[config.mk]
export PLATFORM = sky130hd
export DESIGN_NAME = coin_pair_sched_flat
export DESIGN_NICKNAME = d
export VERILOG_FILES = /design/src/rtl/coin_pair_sched_if.sv /design/src/rtl/coin_pair_sched.sv /design/src/flat_wrapper.sv
export SDC_FILE = /design/constraint.sdc
export NUM_CORES = 1
export LEC_CHECK = 0
export ABC_AREA = 1
export BUFFER_PORTS_ARGS = -buffer_cell sky130_fd_sc_hd__buf_2
export CORE_MARGIN = 10
export CORE_UTILIZATION = 45
export DETAILED_ROUTE_END_ITERATION = 8
export GPL_TIMING_DRIVEN = 0
export HOLD_SLACK_MARGIN = 0.02
export PLACE_DENSITY = 0.78
export SLEW_MARGIN = 40
export SYNTH_ARGS = -nofsm -noshare
export SYNTH_HDL_FRONTEND = slang
export SYNTH_SLANG_ARGS = --single-unit
[constraint.sdc]
create_clock -name clk -period 4.3 [get_ports clk]
set_clock_uncertainty 0.2 [all_clocks]
set_input_delay 0.86 -clock clk [delete_from_list [all_inputs] [get_ports clk]]
set_output_delay 0.86 -clock clk [all_outputs]
set_load 0.02 [all_outputs]
[src/rtl/coin_pair_sched_if.sv]
// Coin pair scheduler bus: requester side, acceptor side and result handshake.
// master = scheduler, slave = surrounding environment (requesters, acceptor, consumer).
interface coin_pair_sched_if;
    logic [31:0] req_data;
    logic [3:0]  req_valid;
    logic [3:0]  req_ready;
    logic [7:0]  adata;
    logic [7:0]  bdata;
    logic        a_en;
    logic        b_en;
    logic        y_rdy;
    logic [7:0]  ydata;
    logic        y_en;
    logic [7:0]  res_data;
    logic [3:0]  res_tag;
    logic        res_valid;
    logic        res_ready;
    logic        err;

    modport master (
        input  req_data, req_valid, ydata, y_en, res_ready,
        output req_ready, adata, bdata, a_en, b_en, y_rdy,
               res_data, res_tag, res_valid, err
    );

    modport slave (
        output req_data, req_valid, ydata, y_en, res_ready,
        input  req_ready, adata, bdata, a_en, b_en, y_rdy,
               res_data, res_tag, res_valid, err
    );
endinterface

[src/rtl/coin_pair_sched.sv]
// Coin pair scheduler: takes two coins from four requesters (round robin),
// hands them to an acceptor, and returns the acceptor result with a tag.
// Optional WAIT timeout compiled in with macro COIN_SCHED_TIMEOUT_EN.
module coin_pair_sched #(
    parameter int unsigned TIMEOUT_CYC = 8
) (
    input  logic               clk,
    input  logic               rst_n,
    coin_pair_sched_if.master  bus
);

    typedef enum logic [2:0] {
        IDLE, GRAB_A, GRAB_B, ISSUE, WAIT, RESP
    } state_t;

    state_t      r_state;
    state_t      w_next;

    logic [7:0]  r_a;
    logic [1:0]  r_a_idx;
    logic [1:0]  r_b_idx;
    logic [1:0]  r_rr_ptr;
    logic [7:0]  r_adata;
    logic [7:0]  r_bdata;
    logic [7:0]  r_res_data;
    logic [3:0]  r_res_tag;
    logic        r_res_valid;

    logic        w_a_found;
    logic [1:0]  w_a_idx;
    logic        w_b_found;
    logic [1:0]  w_b_idx;
    logic [3:0]  w_req_ready;
    logic        w_take_a;
    logic        w_take_b;
    logic        w_issue;
    logic        w_capture;
    logic        w_timeout;
    logic        w_release;
    logic        w_tmo_hit;

    if (TIMEOUT_CYC < 2 || TIMEOUT_CYC > 255) begin : g_bad_timeout
        $error("coin_pair_sched: TIMEOUT_CYC must be within 2..255");
    end

    // Round-robin search for the A coin (from rr_ptr) and the B coin (after a_idx).
    always_comb begin
        w_a_found = 1'b0;
        w_a_idx   = '0;
        w_b_found = 1'b0;
        w_b_idx   = '0;
        for (int unsigned i = 0; i < 4; i++) begin
            if (!w_a_found && bus.req_valid[r_rr_ptr + 2'(i)]) begin
                w_a_found = 1'b1;
                w_a_idx   = r_rr_ptr + 2'(i);
            end
        end
        for (int unsigned i = 1; i < 4; i++) begin
            if (!w_b_found && bus.req_valid[r_a_idx + 2'(i)]) begin
                w_b_found = 1'b1;
                w_b_idx   = r_a_idx + 2'(i);
            end
        end
    end

    // FSM state register.
    always_ff @(posedge clk or negedge rst_n) begin
        if (!rst_n) r_state <= IDLE;
        else        r_state <= w_next;
    end

    // FSM next-state and strobes.
    always_comb begin
        w_next      = r_state;
        w_req_ready = '0;
        w_take_a    = 1'b0;
        w_take_b    = 1'b0;
        w_issue     = 1'b0;
        w_capture   = 1'b0;
        w_timeout   = 1'b0;
        w_release   = 1'b0;
        case (r_state)
            IDLE: begin
                if (|bus.req_valid) w_next = GRAB_A;
            end
            GRAB_A: begin
                if (w_a_found) begin
                    w_req_ready[w_a_idx] = 1'b1;
                    w_take_a             = 1'b1;
                    w_next               = GRAB_B;
                end else begin
                    w_next = IDLE;
                end
            end
            GRAB_B: begin
                if (w_b_found) begin
                    w_req_ready[w_b_idx] = 1'b1;
                    w_take_b             = 1'b1;
                    w_next               = ISSUE;
                end
            end
            ISSUE: begin
                w_issue = 1'b1;
                w_next  = WAIT;
            end
            WAIT: begin
                if (bus.y_en) begin
                    w_capture = 1'b1;
                    w_next    = RESP;
                end else if (w_tmo_hit) begin
                    w_timeout = 1'b1;
                    w_next    = RESP;
                end
            end
            RESP: begin
                if (r_res_valid && bus.res_ready) begin
                    w_release = 1'b1;
                    w_next    = IDLE;
                end
            end
            default: w_next = IDLE;
        endcase
    end

    // Coin latches, operand registers, round-robin pointer and result registers.
    always_ff @(posedge clk or negedge rst_n) begin
        if (!rst_n) begin
            r_a         <= '0;
            r_a_idx     <= '0;
            r_b_idx     <= '0;
            r_rr_ptr    <= '0;
            r_adata     <= '0;
            r_bdata     <= '0;
            r_res_data  <= '0;
            r_res_tag   <= '0;
            r_res_valid <= 1'b0;
        end else begin
            if (w_take_a) begin
                r_a     <= bus.req_data[{w_a_idx, 3'b000} +: 8];
                r_a_idx <= w_a_idx;
            end
            // Operands are loaded only on the B grant so they stay put outside ISSUE.
            if (w_take_b) begin
                r_adata  <= r_a;
                r_bdata  <= bus.req_data[{w_b_idx, 3'b000} +: 8];
                r_b_idx  <= w_b_idx;
                r_rr_ptr <= w_b_idx + 2'd1;
            end
            if (w_capture) begin
                r_res_data  <= bus.ydata;
                r_res_tag   <= {r_a_idx, r_b_idx};
                r_res_valid <= 1'b1;
            end else if (w_timeout) begin
                r_res_data  <= 8'hFF;
                r_res_tag   <= {r_a_idx, r_b_idx};
                r_res_valid <= 1'b1;
            end else if (w_release) begin
                r_res_valid <= 1'b0;
            end
        end
    end

`ifdef COIN_SCHED_TIMEOUT_EN
    localparam logic [7:0] LP_TMO_LAST = 8'(TIMEOUT_CYC - 1);

    logic [7:0] r_tmo_cnt;
    logic       r_err;

    // Fires on the TIMEOUT_CYC-th WAIT cycle without a result.
    assign w_tmo_hit = (r_tmo_cnt == LP_TMO_LAST);

    // WAIT timeout counter and sticky error flag.
    always_ff @(posedge clk or negedge rst_n) begin
        if (!rst_n) begin
            r_tmo_cnt <= '0;
            r_err     <= 1'b0;
        end else begin
            if (w_issue)
                r_tmo_cnt <= '0;
            else if (r_state == WAIT && !bus.y_en && !w_tmo_hit)
                r_tmo_cnt <= r_tmo_cnt + 8'd1;
            if (w_timeout)
                r_err <= 1'b1;
        end
    end

    assign bus.err = r_err;
`else
    assign w_tmo_hit = 1'b0;
    assign bus.err   = 1'b0;
`endif

    assign bus.req_ready = w_req_ready;
    assign bus.adata     = r_adata;
    assign bus.bdata     = r_bdata;
    assign bus.a_en      = w_issue;
    assign bus.b_en      = w_issue;
    assign bus.y_rdy     = w_issue;
    assign bus.res_data  = r_res_data;
    assign bus.res_tag   = r_res_tag;
    assign bus.res_valid = r_res_valid;

endmodule

[src/flat_wrapper.sv]
// flat-port wrapper written by rule: the top's interface ports become plain ports
module coin_pair_sched_flat 
#(
    parameter int unsigned TIMEOUT_CYC = 8
)
  (clk, rst_n, bus_req_data, bus_req_valid, bus_ydata, bus_y_en, bus_res_ready, bus_req_ready, bus_adata, bus_bdata, bus_a_en, bus_b_en, bus_y_rdy, bus_res_data, bus_res_tag, bus_res_valid, bus_err);
  coin_pair_sched_if bus_i ();
  input  logic clk;
  input  logic rst_n;
  input wire logic [$bits(bus_i.req_data)-1:0] bus_req_data;
  input wire logic [$bits(bus_i.req_valid)-1:0] bus_req_valid;
  input wire logic [$bits(bus_i.ydata)-1:0] bus_ydata;
  input wire logic [$bits(bus_i.y_en)-1:0] bus_y_en;
  input wire logic [$bits(bus_i.res_ready)-1:0] bus_res_ready;
  output wire logic [$bits(bus_i.req_ready)-1:0] bus_req_ready;
  output wire logic [$bits(bus_i.adata)-1:0] bus_adata;
  output wire logic [$bits(bus_i.bdata)-1:0] bus_bdata;
  output wire logic [$bits(bus_i.a_en)-1:0] bus_a_en;
  output wire logic [$bits(bus_i.b_en)-1:0] bus_b_en;
  output wire logic [$bits(bus_i.y_rdy)-1:0] bus_y_rdy;
  output wire logic [$bits(bus_i.res_data)-1:0] bus_res_data;
  output wire logic [$bits(bus_i.res_tag)-1:0] bus_res_tag;
  output wire logic [$bits(bus_i.res_valid)-1:0] bus_res_valid;
  output wire logic [$bits(bus_i.err)-1:0] bus_err;
  assign bus_i.req_data = bus_req_data;
  assign bus_i.req_valid = bus_req_valid;
  assign bus_i.ydata = bus_ydata;
  assign bus_i.y_en = bus_y_en;
  assign bus_i.res_ready = bus_res_ready;
  assign bus_req_ready = bus_i.req_ready;
  assign bus_adata = bus_i.adata;
  assign bus_bdata = bus_i.bdata;
  assign bus_a_en = bus_i.a_en;
  assign bus_b_en = bus_i.b_en;
  assign bus_y_rdy = bus_i.y_rdy;
  assign bus_res_data = bus_i.res_data;
  assign bus_res_tag = bus_i.res_tag;
  assign bus_res_valid = bus_i.res_valid;
  assign bus_err = bus_i.err;
  coin_pair_sched #(.TIMEOUT_CYC(TIMEOUT_CYC)) u_core (.clk(clk), .rst_n(rst_n), .bus(bus_i));
endmodule
Word level (Yosys, flattened, before mapping)

Index checks and enable logic that the tools add are counted.
Widths: inputs -> output; s select.

Eq/ne operators: 9
Mux-type cells: 54
Magnitude comparators: 11
Reduce and logical (&&, ||, !) cells: 17
Add/sub/neg operators: 7
Shift operators: 2

Operators with widths:

| kind                | count |
|---|---|
| $shiftx 32x6->8     | 2 |
| $lt 2x3->1 const B  | 9 |
| $mux 1              | 27 |
| $pmux 3 s6          | 1 |
| $mux 2              | 8 |
| $bmux 1 s2          | 7 |
| $mux 3              | 4 |
| $mux 4              | 3 |
| $add 2x2->2 const B | 4 |
| $logic_and 1x1->1   | 8 |
| $mux 8              | 1 |
| $pmux 4 s2          | 1 |
| $add 2x1->2 const B | 3 |
| $eq 3x2->1 const B  | 2 |
| $eq 3x3->1 const B  | 2 |
| $ne 2x1->1 const B  | 3 |
| $logic_not 1->1     | 5 |
| $demux 1 s2         | 2 |
| $ge 2x1->1 const B  | 2 |
| $reduce_and 4->1    | 1 |
| $reduce_or 4->1     | 1 |
| $eq 3x1->1 const B  | 1 |
| $logic_not 3->1     | 1 |
| $ne 2x2->1 const B  | 1 |
| $reduce_bool 2->1   | 1 |

Logic and storage cells: 110
Output and inout port bits: 37
Bits of input ports: 48
Flip-flop bits (word level): 46

Longest topological paths before layout

Depth after elaboration: 18
Mapped depth: 16
Mapped depth without buffers: 14

Least setup slack after synthesis

OpenSTA, ideal clock, no wires.

Path type: in2out
Start point: input port bus_req_valid[3]
End point: output port bus_req_ready[1]
Setup slack: 0.985 ns
Buffers on the path: 0
Stages: 11
Data required time: 3.240 ns
Arrival time: 2.255 ns
Path through: inv_1 -> nand2_1 -> nand3_1 -> nand2_2 -> nand2_4 -> nand2_4 -> nand2_4 -> nand3_4 -> inv_4 -> nand2_1 -> o21ai_0

Cells in the longest elaborated chain, start to end: 18
Elaborated cells on any way between the ends: 51
Those cells by class: 4 x order compare; 35 x mux; 12 x reduce/logical

RTL lines:

| element                                                               | RTL line              | text |
|---|---|---|
| start, declared                                                       | flat_wrapper.sv:11    | `input wire logic [$bits(bus_i.req_valid)-1:0] bus_req_valid;` |
| $bmux 1 s2                                                            | coin_pair_sched.sv:53 | `if (!w_a_found && bus.req_valid[r_rr_ptr + 2'(i)]) begin` |
| $mux 1 (not written as such)                                          | coin_pair_sched.sv:53 |  |
| $mux 1                                                                | coin_pair_sched.sv:53 |  |
| $logic_not 1->1                                                       | coin_pair_sched.sv:53 |  |
| $logic_and 1x1->1                                                     | coin_pair_sched.sv:53 |  |
| $mux 1                                                                | coin_pair_sched.sv:53 |  |
| $logic_not 1->1                                                       | coin_pair_sched.sv:53 |  |
| $logic_and 1x1->1                                                     | coin_pair_sched.sv:53 |  |
| (+2 left out)                                                         | n/a                   |  |
| $logic_and 1x1->1                                                     | coin_pair_sched.sv:53 |  |
| $mux 2                                                                | coin_pair_sched.sv:53 |  |
| $lt 2x3->1 (not written as such) / $ge 2x1->1 (equally long branches) | coin_pair_sched.sv:88 | `w_req_ready[w_a_idx] = 1'b1;` |
| $logic_and 1x1->1 (not written as such)                               | coin_pair_sched.sv:88 |  |
| $mux 1 (not written as such)                                          | coin_pair_sched.sv:88 |  |
| $demux 1 s2                                                           | n/a                   |  |
| $mux 4                                                                | coin_pair_sched.sv:87 | `if (w_a_found) begin` |
| $pmux 4 s2 *                                                          | coin_pair_sched.sv:82 | `case (r_state)` |
| end, declared                                                         | flat_wrapper.sv:15    | `output wire logic [$bits(bus_i.req_ready)-1:0] bus_req_ready;` |

Every way passes the cells marked *; elsewhere a longest branch is shown, timed or not. The select of a mux whose other input is x is not followed.

Worst setup path after layout

Start point: input port bus_req_valid[3]
End point: output port bus_req_ready[1]

Elaborated cells on any way between the ends: 51
Those cells by class: 4 x order compare; 35 x mux; 12 x reduce/logical

RTL lines:

| element                                                               | RTL line              | text |
|---|---|---|
| $bmux 1 s2                                                            | coin_pair_sched.sv:59 | `if (!w_b_found && bus.req_valid[r_a_idx + 2'(i)]) begin` |
| $mux 1 (not written as such)                                          | coin_pair_sched.sv:59 |  |
| $mux 1                                                                | coin_pair_sched.sv:59 |  |
| $logic_not 1->1                                                       | coin_pair_sched.sv:59 |  |
| $logic_and 1x1->1                                                     | coin_pair_sched.sv:59 |  |
| $mux 1                                                                | coin_pair_sched.sv:59 |  |
| $logic_not 1->1                                                       | coin_pair_sched.sv:59 |  |
| $logic_and 1x1->1                                                     | coin_pair_sched.sv:59 |  |
| $mux 2 *                                                              | coin_pair_sched.sv:59 |  |
| named net u_core.w_b_idx[0]                                           | coin_pair_sched.sv:32 | `logic [1:0] w_b_idx;` |
| $lt 2x3->1 (not written as such) / $ge 2x1->1 (equally long branches) | coin_pair_sched.sv:97 | `w_req_ready[w_b_idx] = 1'b1;` |
| $logic_and 1x1->1 (not written as such)                               | coin_pair_sched.sv:97 |  |
| $mux 1 (not written as such)                                          | coin_pair_sched.sv:97 |  |
| $demux 1 s2 *                                                         | n/a                   |  |
| $mux 4 *                                                              | coin_pair_sched.sv:96 | `if (w_b_found) begin` |
| $pmux 4 s2 *                                                          | coin_pair_sched.sv:82 |  |

Mark *: on every way through the listed nets, which the timed path passes. The rest lies on a longest branch. The select of a mux whose other input is x is not followed.

==> impl_metrics.ini <==
[outcome]
outcome = complete, no violations

[synthesis]
synth.cell_area_um2 = 3010
synth_enable_flop_cells = 0
syn_inst_count = 416
net_count_of_the_mapped_netlist = 466
post_synth_fa_ha_maj_area_fraction = 0.00832
synth_simple_gate_area_frac = 0.394
yosysWarnings = 0
main_combinational_cell_family_by_area_after_synthesis = simple AND/OR/NAND/NOR gates
synth_sequential_area_ratio = 0.383
fraction_of_the_mapped_netlist_area_in_compound_gates = 0.0624
yosys.area_share.xor_xnor = 0.00582
synth.distinct_cells = 38
synth-async-reset-ratio = 1.00
number_of_synthesized_register_bits = 46
yosys-mux-area-fraction = 0.0337
synth_ff_type = sky130_fd_sc_hd__dfrtp_1
syn-mean-instance-area_um2 = 7.23

[routing]
wl_met3_um = 911
top_layer = met4
drc_errors = 0
drtIter0Drc = 192
wirelength_met1_um = 3650
ant_nets = 0
route.vias.total = 3023
postRouteWirelength_um = 8530
met2_wirelength_um = 3830
vias_cell = 5.18
drt_first_pass_iters = 4
routedWlPerCell_um = 14.6

[worst_setup_path]
cp.arrival_ns = 2.56
critical_path_required_ns = 3.24
crit_path_end_kind = output pin
reg2reg_depth = 12
timing.critical_path.cells = buf_2, inv_1, nand2_1, nand3_1, nand2_1, nor2_4, nand3_2, nand2_4, buf_6, ha_1, nand2_1, o21ai_0, buf_2
setup.worst_path.class = input pin to output pin
critical_path.most_common_cell = sky130_fd_sc_hd__nand2_1
crit_slowest_cell = sky130_fd_sc_hd__buf_2
start_kind = input pin
worst-path-max-fanout = 10
crit_path_max_incr_delay_ns = 0.22

[clock_tree]
clock_latency_ns = 0.30
cts_tree = done
cts.reportedPaths.clkPinSlew_ns = 0.09
h-tree-depth = 2
cts-hold-fix-buffers = 0
cts-root-to-sink-buffers = 2
cts_setup_buffers = 0
cts_root_buf = sky130_fd_sc_hd__clkbuf_8
cts_made_buffers = 5
clkSinkCount = 46
post_cts_resize_count = 0

[cells_and_area]
final_layout_size_suffix_gt1_frac = 0.284
nFillCells = 612
multi_input_comb_area_um2 = 1520
regArea_um2 = 1150
layout.nets = 556
signed_area_change_from_the_synthesized_netlist_to_the_final_layout_pct = 20.8
num_antenna_cells = 0

[placed_design]
worst_slack_placed_ns = 0.681
dpl.hpwl_um = 6580
place.gp.congestion = 0.907
buffer_ports.inserted = 83

[sta]
max_slew.worst_pin.slew_ns = 0.594
fin_setup_tns_ns = 0
portion_of_the_clock_cycle_consumed_by_the_worst_path_in_the_final_layout = 0.843
hold_violations = 0
postLayoutSetupSlackWorst_ns = 0.677
timing.final.crit_period_ns = 3.62
fmax_ghz = 0.276
max-slew-margin-rel = 0.604
final_max_slew_viol_count = 0
final-setup-viol-count = 0
unrepaired_setup_endpoints_after_global_routing = false

[die]
fp.dieW_um = 102
dieArea_um2 = 10400
initial_core_util = 0.469
top_level_ports = 85
row_count = 29
dieHeight_um = 102
floorplan.core_area_um2 = 6420

[power]
power.share.switching = 0.531
ir_worst_vdd_mv = 0.376
power_per_cell_area_nw_per_um2 = 942
p_leak_nw = 2.08
design_power_total_mw = 3.43
pwr-share-comb = 0.682
p_sw_mw = 1.82
p_int_mw = 1.61
clock_power_share = 0.097
seq_power_share = 0.220

[global_route]
remaining_overflow_grt = 0
antenna_found_initial = 0
global_route_wire_length_before_repair_um = 13900
grt_pass1_vias = 3055
global_route.usage.total = 0.165
grt_max_degree = 47

[worst_hold_path]
worstHoldPathCells = 2
min-delay-path-class = flop to flop

[job]
count_of_maximum_capacitance_violations = 0
## through the flow
| step | utilization | hold slack (ns) | area [um^2] | std cells |
|---|---|---|---|---|
| CTS | 0.566 | 0.283 | 3640 | 584 |
| detailed placement | 0.549 | 0.264 | 3520 | 576 |
| global route | 0.566 | 0.308 | 3640 | 584 |
| floorplan | - | 0.242 | 3010 | 416 |
| finish | 0.566 | 0.279 | 3640 | 584 |
| global placement | 0.548 | 0.261 | 3520 | 576 |
## area by class of cell
class | instances | area share
inverter | 52 | 0.0564
clock buffer | 5 | 0.0189
sequential | 46 | 0.317
timing repair buffer | 83 | 0.115
buffer | 17 | 0.0365
multi-input combinational | 301 | 0.418
tap | 77 | 0.0265
clock inverter | 3 | 0.0120
## cell usage in the layout, fill, tap and decap left out, types with 2 or more instances in the layout
master | netlist | final
sky130_fd_sc_hd__dfrtp_1 | 46 | 46
sky130_fd_sc_hd__buf_6 | 6 | 6
sky130_fd_sc_hd__nor2_1 | 9 | 9
sky130_fd_sc_hd__o21bai_1 | 2 | 2
sky130_fd_sc_hd__nand3_1 | 54 | 54
sky130_fd_sc_hd__o21ai_1 | 4 | 4
sky130_fd_sc_hd__inv_6 | 1 | 2
sky130_fd_sc_hd__ha_1 | 2 | 2
sky130_fd_sc_hd__nor2_2 | 2 | 2
sky130_fd_sc_hd__clkbuf_8 | 0 | 5
sky130_fd_sc_hd__inv_1 | 45 | 45
sky130_fd_sc_hd__buf_4 | 5 | 6
sky130_fd_sc_hd__nand2_1 | 156 | 156
sky130_fd_sc_hd__inv_2 | 4 | 4
sky130_fd_sc_hd__o21a_1 | 2 | 2
sky130_fd_sc_hd__nand2_4 | 4 | 4
sky130_fd_sc_hd__mux2_2 | 9 | 9
sky130_fd_sc_hd__nor3_1 | 3 | 3
sky130_fd_sc_hd__nand3_4 | 2 | 2
sky130_fd_sc_hd__nand2_2 | 9 | 9
sky130_fd_sc_hd__clkbuf_1 | 2 | 2
sky130_fd_sc_hd__o21ai_0 | 10 | 10
sky130_fd_sc_hd__nand4_1 | 12 | 12
sky130_fd_sc_hd__inv_4 | 2 | 2
sky130_fd_sc_hd__nand3_2 | 2 | 2
sky130_fd_sc_hd__o211ai_1 | 6 | 6
sky130_fd_sc_hd__buf_2 | 4 | 86
sky130_fd_sc_hd__nor2_4 | 2 | 2
## logic make-up (layout without fill, tap and decap cells)
kind of cell / count (synthesis) / count (layout)
other: 1 / 1
multiplexers: 9 / 9
AND/OR/NAND/NOR: 257 / 257
buffers and inverters: 69 / 160
XOR/XNOR: 2 / 2
flip-flops: 46 / 46
adder cells (fa/ha/maj): 2 / 2
AO/OA/AOI/OAI: 30 / 30
## final timing paths
kind                                   startpoint                     end  slack (ns)
worst min register to register      u_core.r_a[3]     u_core.bus.adata[3]        0.28
worst max-delay path             bus_req_valid[3]        bus_req_ready[1]        0.68
min in group asynchronous                   rst_n     u_core.bus.bdata[6]        0.35
worst min-delay path                u_core.r_a[3]     u_core.bus.adata[3]        0.28
max in group asynchronous                   rst_n  u_core.bus.res_data[6]        3.14
worst max register to register  u_core.r_a_idx[0]      u_core.r_rr_ptr[1]        2.03
## synth_stat cells, types with 2 or more instances
master / n / area (um^2)
sky130_fd_sc_hd__nand2_1: 156 / 586
sky130_fd_sc_hd__nand3_1: 54 / 270
sky130_fd_sc_hd__dfrtp_1: 46 / 1150
sky130_fd_sc_hd__inv_1: 45 / 169
sky130_fd_sc_hd__nand4_1: 12 / 75.1
sky130_fd_sc_hd__o21ai_0: 10 / 50.1
sky130_fd_sc_hd__mux2_2: 9 / 101
sky130_fd_sc_hd__nand2_2: 9 / 56.3
sky130_fd_sc_hd__nor2_1: 9 / 33.8
sky130_fd_sc_hd__buf_6: 6 / 67.6
sky130_fd_sc_hd__o211ai_1: 6 / 45.0
sky130_fd_sc_hd__buf_4: 5 / 37.5
sky130_fd_sc_hd__buf_2: 4 / 20.0
sky130_fd_sc_hd__inv_2: 4 / 15.0
sky130_fd_sc_hd__nand2_4: 4 / 45.0
sky130_fd_sc_hd__o21ai_1: 4 / 20.0
sky130_fd_sc_hd__nor3_1: 3 / 15.0
sky130_fd_sc_hd__clkbuf_1: 2 / 7.51
sky130_fd_sc_hd__ha_1: 2 / 25.0
sky130_fd_sc_hd__inv_4: 2 / 12.5
sky130_fd_sc_hd__nand3_2: 2 / 20.0
sky130_fd_sc_hd__nand3_4: 2 / 35.0
sky130_fd_sc_hd__nor2_2: 2 / 12.5
sky130_fd_sc_hd__nor2_4: 2 / 22.5
sky130_fd_sc_hd__o21a_1: 2 / 15.0
sky130_fd_sc_hd__o21bai_1: 2 / 15.0
## critical path: cells and delay by family
| family | cells | cell delay, ns |
|---|---|---|
| AO/OA/AOI/OAI | 1 | 0.11 |
| buffers and inverters | 4 | 0.60 |
| AND/OR/NAND/NOR | 7 | 0.85 |
| adder cells (fa/ha/maj) | 1 | 0.15 |
## registers in the layout, indices dropped and copies added, names as in the netlist
name,cells
u_core.r_a_idx,2
u_core.r_state,3
u_core.bus.bdata,8
u_core.bus.res_data,8
u_core.bus.adata,8
u_core.r_a,8
u_core.bus.res_tag,4
u_core.r_b_idx,2
u_core.r_rr_ptr,2
u_core.bus.res_valid,1
## per-layer routing
layer / vias up / global-route usage
met5: - / 0
met4: 0 / 0.0561
met3: 16 / 0.0551
met2: 137 / 0.262
met1: 1376 / 0.205
li1: 1494 / -
## power by group through the flow
stage               logic (mW)  clock network (mW)  registers, mW
finish                    2.34               0.334          0.756
global route              2.59               0.355          0.777
CTS                       2.32               0.335          0.754
detailed placement        2.31                   0          0.762
global placement          2.26                   0          0.752
floorplan                 1.56                   0          0.901
Note: power is estimated with default switching activity, not from simulation.
